**config.mk**
```make
export PLATFORM = sky130hd
export DESIGN_NAME = seg7_scan_display
export DESIGN_NICKNAME = d
export VERILOG_FILES = /design/src/rtl/seg7_scan_display.sv
export SDC_FILE = /design/constraint.sdc
export NUM_CORES = 1
export LEC_CHECK = 0
export CAP_MARGIN = 20
export CORE_MARGIN = 10
export CORE_UTILIZATION = 61
export DETAILED_ROUTE_END_ITERATION = 10
export PLACE_DENSITY = 0.84
export REMOVE_ABC_BUFFERS = 1
export SYNTH_ARGS = -nofsm -noshare
export SYNTH_HDL_FRONTEND = slang
export SYNTH_SLANG_ARGS = --single-unit
```
**constraint.sdc**
```tcl
create_clock -name clk -period 12.2 [get_ports clk]
set_input_delay 3.05 -clock clk [delete_from_list [all_inputs] [get_ports clk]]
set_output_delay 3.05 -clock clk [all_outputs]
set_load 0.05 [all_outputs]
```
**src/rtl/seg7_scan_display.sv**
```systemverilog
// seg7_scan_display: multiplexed 7-segment driver with double-buffered load.
// Scans NUM_DIGITS digits, one CLK_DIV-cycle slot each. Supports per-digit decimal points,
// a blank mask, leading-zero suppression and PWM brightness. A ghost guard keeps prescaler
// slot 0 dark. New data is swapped in only at frame boundaries.
// Optional feature: define SEG7_BLINK_EN to add the blink_mask port and a frame-based blink phase.
module seg7_scan_display #(
  parameter int unsigned NUM_DIGITS   = 8,
  parameter int unsigned CLK_DIV      = 50000,
  parameter int unsigned PWM_BITS     = 4,
  parameter int unsigned ACTIVE_LOW   = 1,
  parameter int unsigned BLINK_FRAMES = 64
) (
  input  logic                    clk,
  input  logic                    reset,
  input  logic                    load,
  input  logic [4*NUM_DIGITS-1:0] data,
  input  logic [NUM_DIGITS-1:0]   dp,
  input  logic [NUM_DIGITS-1:0]   blank,
  input  logic                    lz_suppress,
  input  logic [PWM_BITS-1:0]     bright,
`ifdef SEG7_BLINK_EN
  input  logic [NUM_DIGITS-1:0]   blink_mask,
`endif
  output logic                    ready,
  output logic                    frame_tick,
  output logic [NUM_DIGITS-1:0]   anode,
  output logic [6:0]              seg,
  output logic                    seg_dp
);

  localparam int unsigned IdxW = (NUM_DIGITS > 1) ? $clog2(NUM_DIGITS) : 1;
  localparam int unsigned PreW = $clog2(CLK_DIV);
  // Wide enough for (bright+1)*(CLK_DIV-1) without truncation.
  localparam int unsigned ThrW = PreW + PWM_BITS + 1;

  localparam logic [PreW-1:0]       PreMax   = PreW'(CLK_DIV - 1);
  localparam logic [IdxW-1:0]       IdxMax   = IdxW'(NUM_DIGITS - 1);
  localparam logic                  Inv      = (ACTIVE_LOW != 0);
  localparam logic [NUM_DIGITS-1:0] AnodeOff = {NUM_DIGITS{Inv}};
  localparam logic [6:0]            SegOff   = {7{Inv}};

  // Reject illegal configurations at elaboration.
  if (NUM_DIGITS < 2 || NUM_DIGITS > 16 || CLK_DIV < 8 || PWM_BITS < 1 || BLINK_FRAMES < 1)
  begin : g_bad_params
    $error("seg7_scan_display: illegal parameter value");
  end

  // Active-high gfedcba hex font.
  function automatic logic [6:0] hex_font(input logic [3:0] nib);
    logic [6:0] s;
    unique case (nib)
      4'h0: s = 7'h3F;
      4'h1: s = 7'h06;
      4'h2: s = 7'h5B;
      4'h3: s = 7'h4F;
      4'h4: s = 7'h66;
      4'h5: s = 7'h6D;
      4'h6: s = 7'h7D;
      4'h7: s = 7'h07;
      4'h8: s = 7'h7F;
      4'h9: s = 7'h6F;
      4'hA: s = 7'h77;
      4'hB: s = 7'h7C;
      4'hC: s = 7'h39;
      4'hD: s = 7'h5E;
      4'hE: s = 7'h79;
      default: s = 7'h71;
    endcase
    return s;
  endfunction

  logic [PreW-1:0]         pre_q;
  logic [IdxW-1:0]         idx_q;
  logic                    pre_wrap;
  logic                    frame_end;
  logic                    pending_q;
  logic [4*NUM_DIGITS-1:0] sh_data_q, act_data_q;
  logic [NUM_DIGITS-1:0]   sh_dp_q, act_dp_q;
  logic [NUM_DIGITS-1:0]   sh_blank_q, act_blank_q;
  logic                    frame_tick_q;
  logic [3:0]              cur_nib;
  logic                    cur_dp, cur_blank, cur_lz, cur_blink;
  logic [ThrW-1:0]         thr;
  logic                    pwm_on, lit;
  logic [NUM_DIGITS-1:0]   anode_d, anode_q;
  logic [6:0]              seg_d, seg_q;
  logic                    seg_dp_d, seg_dp_q;

  assign pre_wrap  = (pre_q == PreMax);
  assign frame_end = pre_wrap && (idx_q == IdxMax);

  // Slot prescaler and digit index.
  always_ff @(posedge clk or posedge reset) begin
    if (reset) begin
      pre_q <= '0;
      idx_q <= '0;
    end else if (pre_wrap) begin
      pre_q <= '0;
      idx_q <= (idx_q == IdxMax) ? '0 : idx_q + 1'b1;
    end else begin
      pre_q <= pre_q + 1'b1;
    end
  end

  // Shadow capture on accept; shadow-to-active swap only at the frame boundary.
  // Swap uses the pre-accept pending, so a same-cycle accept waits one more frame.
  always_ff @(posedge clk or posedge reset) begin
    if (reset) begin
      pending_q    <= 1'b0;
      sh_data_q    <= '0;
      sh_dp_q      <= '0;
      sh_blank_q   <= '0;
      act_data_q   <= '0;
      act_dp_q     <= '0;
      act_blank_q  <= '0;
      frame_tick_q <= 1'b0;
    end else begin
      frame_tick_q <= frame_end;
      if (frame_end && pending_q) begin
        act_data_q  <= sh_data_q;
        act_dp_q    <= sh_dp_q;
        act_blank_q <= sh_blank_q;
        pending_q   <= 1'b0;
      end
      if (load && !pending_q) begin
        sh_data_q  <= data;
        sh_dp_q    <= dp;
        sh_blank_q <= blank;
        pending_q  <= 1'b1;
      end
    end
  end

`ifdef SEG7_BLINK_EN
  localparam int unsigned BlinkW = (BLINK_FRAMES > 1) ? $clog2(BLINK_FRAMES) : 1;
  localparam logic [BlinkW-1:0] BlinkMax = BlinkW'(BLINK_FRAMES - 1);

  logic [NUM_DIGITS-1:0] sh_blink_q, act_blink_q;
  logic [BlinkW-1:0]     blink_cnt_q;
  logic                  blink_phase_q;

  // Blink mask buffering and frame counter toggling the blink phase.
  always_ff @(posedge clk or posedge reset) begin
    if (reset) begin
      sh_blink_q    <= '0;
      act_blink_q   <= '0;
      blink_cnt_q   <= '0;
      blink_phase_q <= 1'b0;
    end else begin
      if (frame_end && pending_q) act_blink_q <= sh_blink_q;
      if (load && !pending_q)     sh_blink_q  <= blink_mask;
      if (frame_end) begin
        if (blink_cnt_q == BlinkMax) begin
          blink_cnt_q   <= '0;
          blink_phase_q <= ~blink_phase_q;
        end else begin
          blink_cnt_q <= blink_cnt_q + 1'b1;
        end
      end
    end
  end
`endif

  // Select the current digit's attributes and its leading-zero status.
  always_comb begin
    logic upper_zero;
    upper_zero = 1'b1;
    cur_nib    = 4'h0;
    cur_dp     = 1'b0;
    cur_blank  = 1'b0;
    cur_lz     = 1'b0;
    cur_blink  = 1'b0;
    for (int i = int'(NUM_DIGITS) - 1; i >= 0; i--) begin
      upper_zero = upper_zero & (act_data_q[4*i +: 4] == 4'h0);
      if (idx_q == IdxW'(i)) begin
        cur_nib   = act_data_q[4*i +: 4];
        cur_dp    = act_dp_q[i];
        cur_blank = act_blank_q[i];
        cur_lz    = upper_zero && (i != 0);
`ifdef SEG7_BLINK_EN
        cur_blink = blink_phase_q && act_blink_q[i];
`endif
      end
    end
  end

  // PWM window: slot 0 stays dark, lit through ((bright+1)*(CLK_DIV-1)) >> PWM_BITS.
  assign thr    = ((ThrW'(bright) + ThrW'(1)) * ThrW'(CLK_DIV - 1)) >> PWM_BITS;
  assign pwm_on = (pre_q != '0) && (ThrW'(pre_q) <= thr);
  assign lit    = pwm_on && !cur_blank && !(lz_suppress && cur_lz) && !cur_blink;

  // Next-state output drive; a dark digit leaves every output inactive.
  always_comb begin
    anode_d  = AnodeOff;
    seg_d    = SegOff;
    seg_dp_d = Inv;
    if (lit) begin
      anode_d  = AnodeOff ^ (NUM_DIGITS'(1) << idx_q);
      seg_d    = hex_font(cur_nib) ^ SegOff;
      seg_dp_d = cur_dp ^ Inv;
    end
  end

  // Registered outputs, one cycle behind prescaler/index.
  always_ff @(posedge clk or posedge reset) begin
    if (reset) begin
      anode_q  <= AnodeOff;
      seg_q    <= SegOff;
      seg_dp_q <= Inv;
    end else begin
      anode_q  <= anode_d;
      seg_q    <= seg_d;
      seg_dp_q <= seg_dp_d;
    end
  end

  assign ready      = !pending_q;
  assign frame_tick = frame_tick_q;
  assign anode      = anode_q;
  assign seg        = seg_q;
  assign seg_dp     = seg_dp_q;

endmodule

```
==> flow_summary.yaml <==
floorplan:
  die_width_um: 132
  die-area_um2: 17500
  fp.dieH_um: 132
  initial_core_util: 0.633
  core_area_um2: 12200
  row_count: 40
  ios: 74
timing:
  setup_violations: 0
  skew_ns: 0.0131
  tightest_slew_ns: 1.01
  min_period_ns: 9.73
  maxSlewHeadroom: 0.323
  fmax_mhz: 103
  rsz0062_at_grt: "no"
  fin_tns_setup_ns: 0
  hold_slack_ns: 0.486
  hold_viol: 0
  slew_violations: 0
  timing.final.crit_share: 0.798
grt:
  grt_pass1_wl_um: 30000
  top_usage_layer: "met2"
  use_met3: 0.0495
  grt_remaining_overflow: 0
  track_usage: 0.208
  grtUsageMet1: 0.257
  grt_pass1_vias: 5996
  antenna_found_initial: 0
  grt_max_degree: 68
  grt_util_met2: 0.340
clock_network:
  htreeDepth: 4
  postCtsSetupBuffers: 0
  cts.sinks: 133
  cts_resized: 0
  ctsHoldBuffers: 0
  clk_latency_ns: 0.42
  cts_buffers: 17
  cts-root-buf: "clkbuf_16"
  clkTransAtPathRegs_ns: 0.06
  clockBufferDepth: 2
  cts_tree: "built"
worst_setup_path:
  cp_data_arrival_time_ns: 10.00
  path_cells: "clkdlybuf4s50_1 > ha_1 > xor2_1 > fa_1 > fa_1 > ha_1 > ha_1 > inv_1 > o211a_1 > nor3_4 > o31ai_1 > a32oi_1 > a31oi_1 > xor2_1 > ha_1 > a211oi_1 > o21ai_0 > o31ai_1 > and4b_4 > nor4_2 > o311ai_0"
  startpoint: "bright[0]"
  slowest_delay_ns: 0.82
  critPathLaunchType: "input port"
  cpMaxStageDelayCell: "nor4_2"
  cp.required_ns: 12.47
  regToRegEndpoint: "seg[4]"
  path_max_fanout: 12
  path_class: "in2reg"
  r2r.worst_path.cells: 9
  endpoint_kind: "flop"
  rr_startpoint: "idx_q[1]"
  ff2ff_setup_slack_ns: 8.40
  endpoint: "seg[4]"
  cp_common_cell: "ha_1"
cells_and_area:
  final_common_cell: "dfrtp_1"
  fin_nets: 879
  antenna_cells: 0
  final_util: 0.750
  layout.cells.most_common_list: "117 x dfrtp_1, 87 x mux2_2, 73 x ha_1, 73 x clkdlybuf4s50_1, 40 x nand2_1"
  drive_gt1_frac: 0.216
  fill_cells: 797
  area_growth_pct: 18.5
  design_area_um2: 9120
routing:
  drt-wirelength-per-cell_um: 19.3
  viasPerCell: 6.03
  vias: 5589
  drt_first_pass_iters: 5
  drt_wl_total_um: 17900
  drc: 0
  drtIter0Drc: 635
  antenna_left: 0
place:
  dp_hpwl_um: 12500
  portBuffers: 73
  placed_cell_area_um2: 8540
  gp_congestion: 0.957
power:
  switching_share: 0.259
  intPower_w: 0.000885
  ir_drop_uv: 85.5
  p_comb_frac: 0.182
  finalPower_w: 0.00119
  seqPwrFrac: 0.398
  switchingPower_w: 0.000309
  power.leakage_nw: 4.34
  clockPowerShare: 0.420
  p_per_area_nw_per_um2: 131
hold_path:
  min-delay-path-class: "reg2reg"
yosys:
  synth_ff_type: "dfrtp_1"
  synth_edf_count: 0
  netlist_instances: 675
  synth.avg_cell_area_um2: 11.4
  yosysSeqAreaShare: 0.435
  synth_seq_cells: 133
  synth-warning-count: 0
  ys_types: 72
  async_flop_share: 1.00
  syn-cell-area_um2: 7690
flow_run:
  cap_violations: 0
run_status:
  status: "complete, no violations"
[routing by layer]
layer  vias to the layer above  routed length (um)
met4                         0                 451
met3                        39                1090
li1                       2597                   -
met1                      2728                7820
met2                       225                8550
met5                         -                   0
[metrics by stage]
| step | cells | worst slack, ns |
|---|---|---|
| 3_5_place_dp | 895 | 2.11 |
| 4_1_cts | 927 | 2.51 |
| 3_3_place_gp | 895 | 2.47 |
| 2_1_floorplan | 651 | 3.59 |
| 6_report | 927 | 2.47 |
| 5_1_grt | 927 | 2.09 |
[sequential cells by signal (all words and copies together) (netlist names)]
name         count
sh_dp_q          8
pre_q           16
seg              7
seg_dp           1
sh_blank_q       8
pending_q        1
act_dp_q         8
frame_tick       1
act_data_q      32
sh_data_q       32
anode            8
act_blank_q      8
idx_q            3
[worst min-delay path by stage]
stage	startpoint	to	slack (ns)	depth (start not counted)
detailed placement	pre_q[0]	pre_q[0]	0.47	1
global placement	pre_q[0]	pre_q[0]	0.47	1
floorplan	pre_q[0]	pre_q[0]	0.45	1
finish	pre_q[0]	pre_q[0]	0.49	1
CTS	pre_q[0]	pre_q[0]	0.48	1
global route	pre_q[0]	pre_q[0]	0.50	1
[power by group through the flow]
| stage | registers, W | logic (W) | clock network [W] |
|---|---|---|---|
| finish | 0.000475 | 0.000217 | 0.000502 |
| detailed placement | 0.000483 | 0.000214 | 0 |
| floorplan | 0.000478 | 0.000154 | 0 |
| global route | 0.000478 | 0.000244 | 0.000529 |
| global placement | 0.000481 | 0.000201 | 0 |
| CTS | 0.000476 | 0.000217 | 0.000507 |
[worst max-delay path, delay by kind of cell]
family / cells / cell delay (ns)
simple gates: 3 / 1.44
fa+ha+maj: 6 / 2.25
compound gates: 8 / 1.90
xor+xnor: 2 / 0.66
buf+inv: 2 / 0.71
[cell usage after synthesis (9+ instances only)]
master | number | area share
dfrtp_1 | 117 | 0.38
mux2_2 | 87 | 0.13
ha_1 | 73 | 0.12
nand2_1 | 40 | 0.020
nor2_1 | 33 | 0.016
inv_1 | 31 | 0.015
a21oi_1 | 29 | 0.019
o21ai_0 | 21 | 0.014
dfstp_2 | 16 | 0.055
xor2_1 | 16 | 0.018
and3_1 | 14 | 0.011
nand3_1 | 13 | 0.0085
xnor2_1 | 13 | 0.015
nor4_1 | 12 | 0.0098
nor3_1 | 11 | 0.0072
mux2_4 | 9 | 0.018
[cells by family (layout without fill, tap and decap cells)]
family / after synthesis / count (layout) / share of synthesized area
adder cells (fa/ha/maj): 77 / 77 / 0.129
buffers and inverters: 55 / 139 / 0.0320
AO/OA/AOI/OAI: 104 / 104 / 0.0930
flip-flops: 133 / 133 / 0.435
AND/OR/NAND/NOR: 175 / 175 / 0.123
multiplexers: 102 / 102 / 0.154
XOR/XNOR: 29 / 29 / 0.0330
[final cells by class]
| cell class | count | area [um2] | area share |
|---|---|---|---|
| timing repair buffer | 76 | 753 | 0.0826 |
| sequential | 133 | 3350 | 0.367 |
| clock inverter | 7 | 97.6 | 0.0107 |
| multi-input combinational | 487 | 4110 | 0.450 |
| clock buffer | 25 | 485 | 0.0532 |
| inverter | 31 | 119 | 0.0130 |
| tap | 168 | 210 | 0.0230 |
Note: power is estimated with default switching activity, not from simulation.
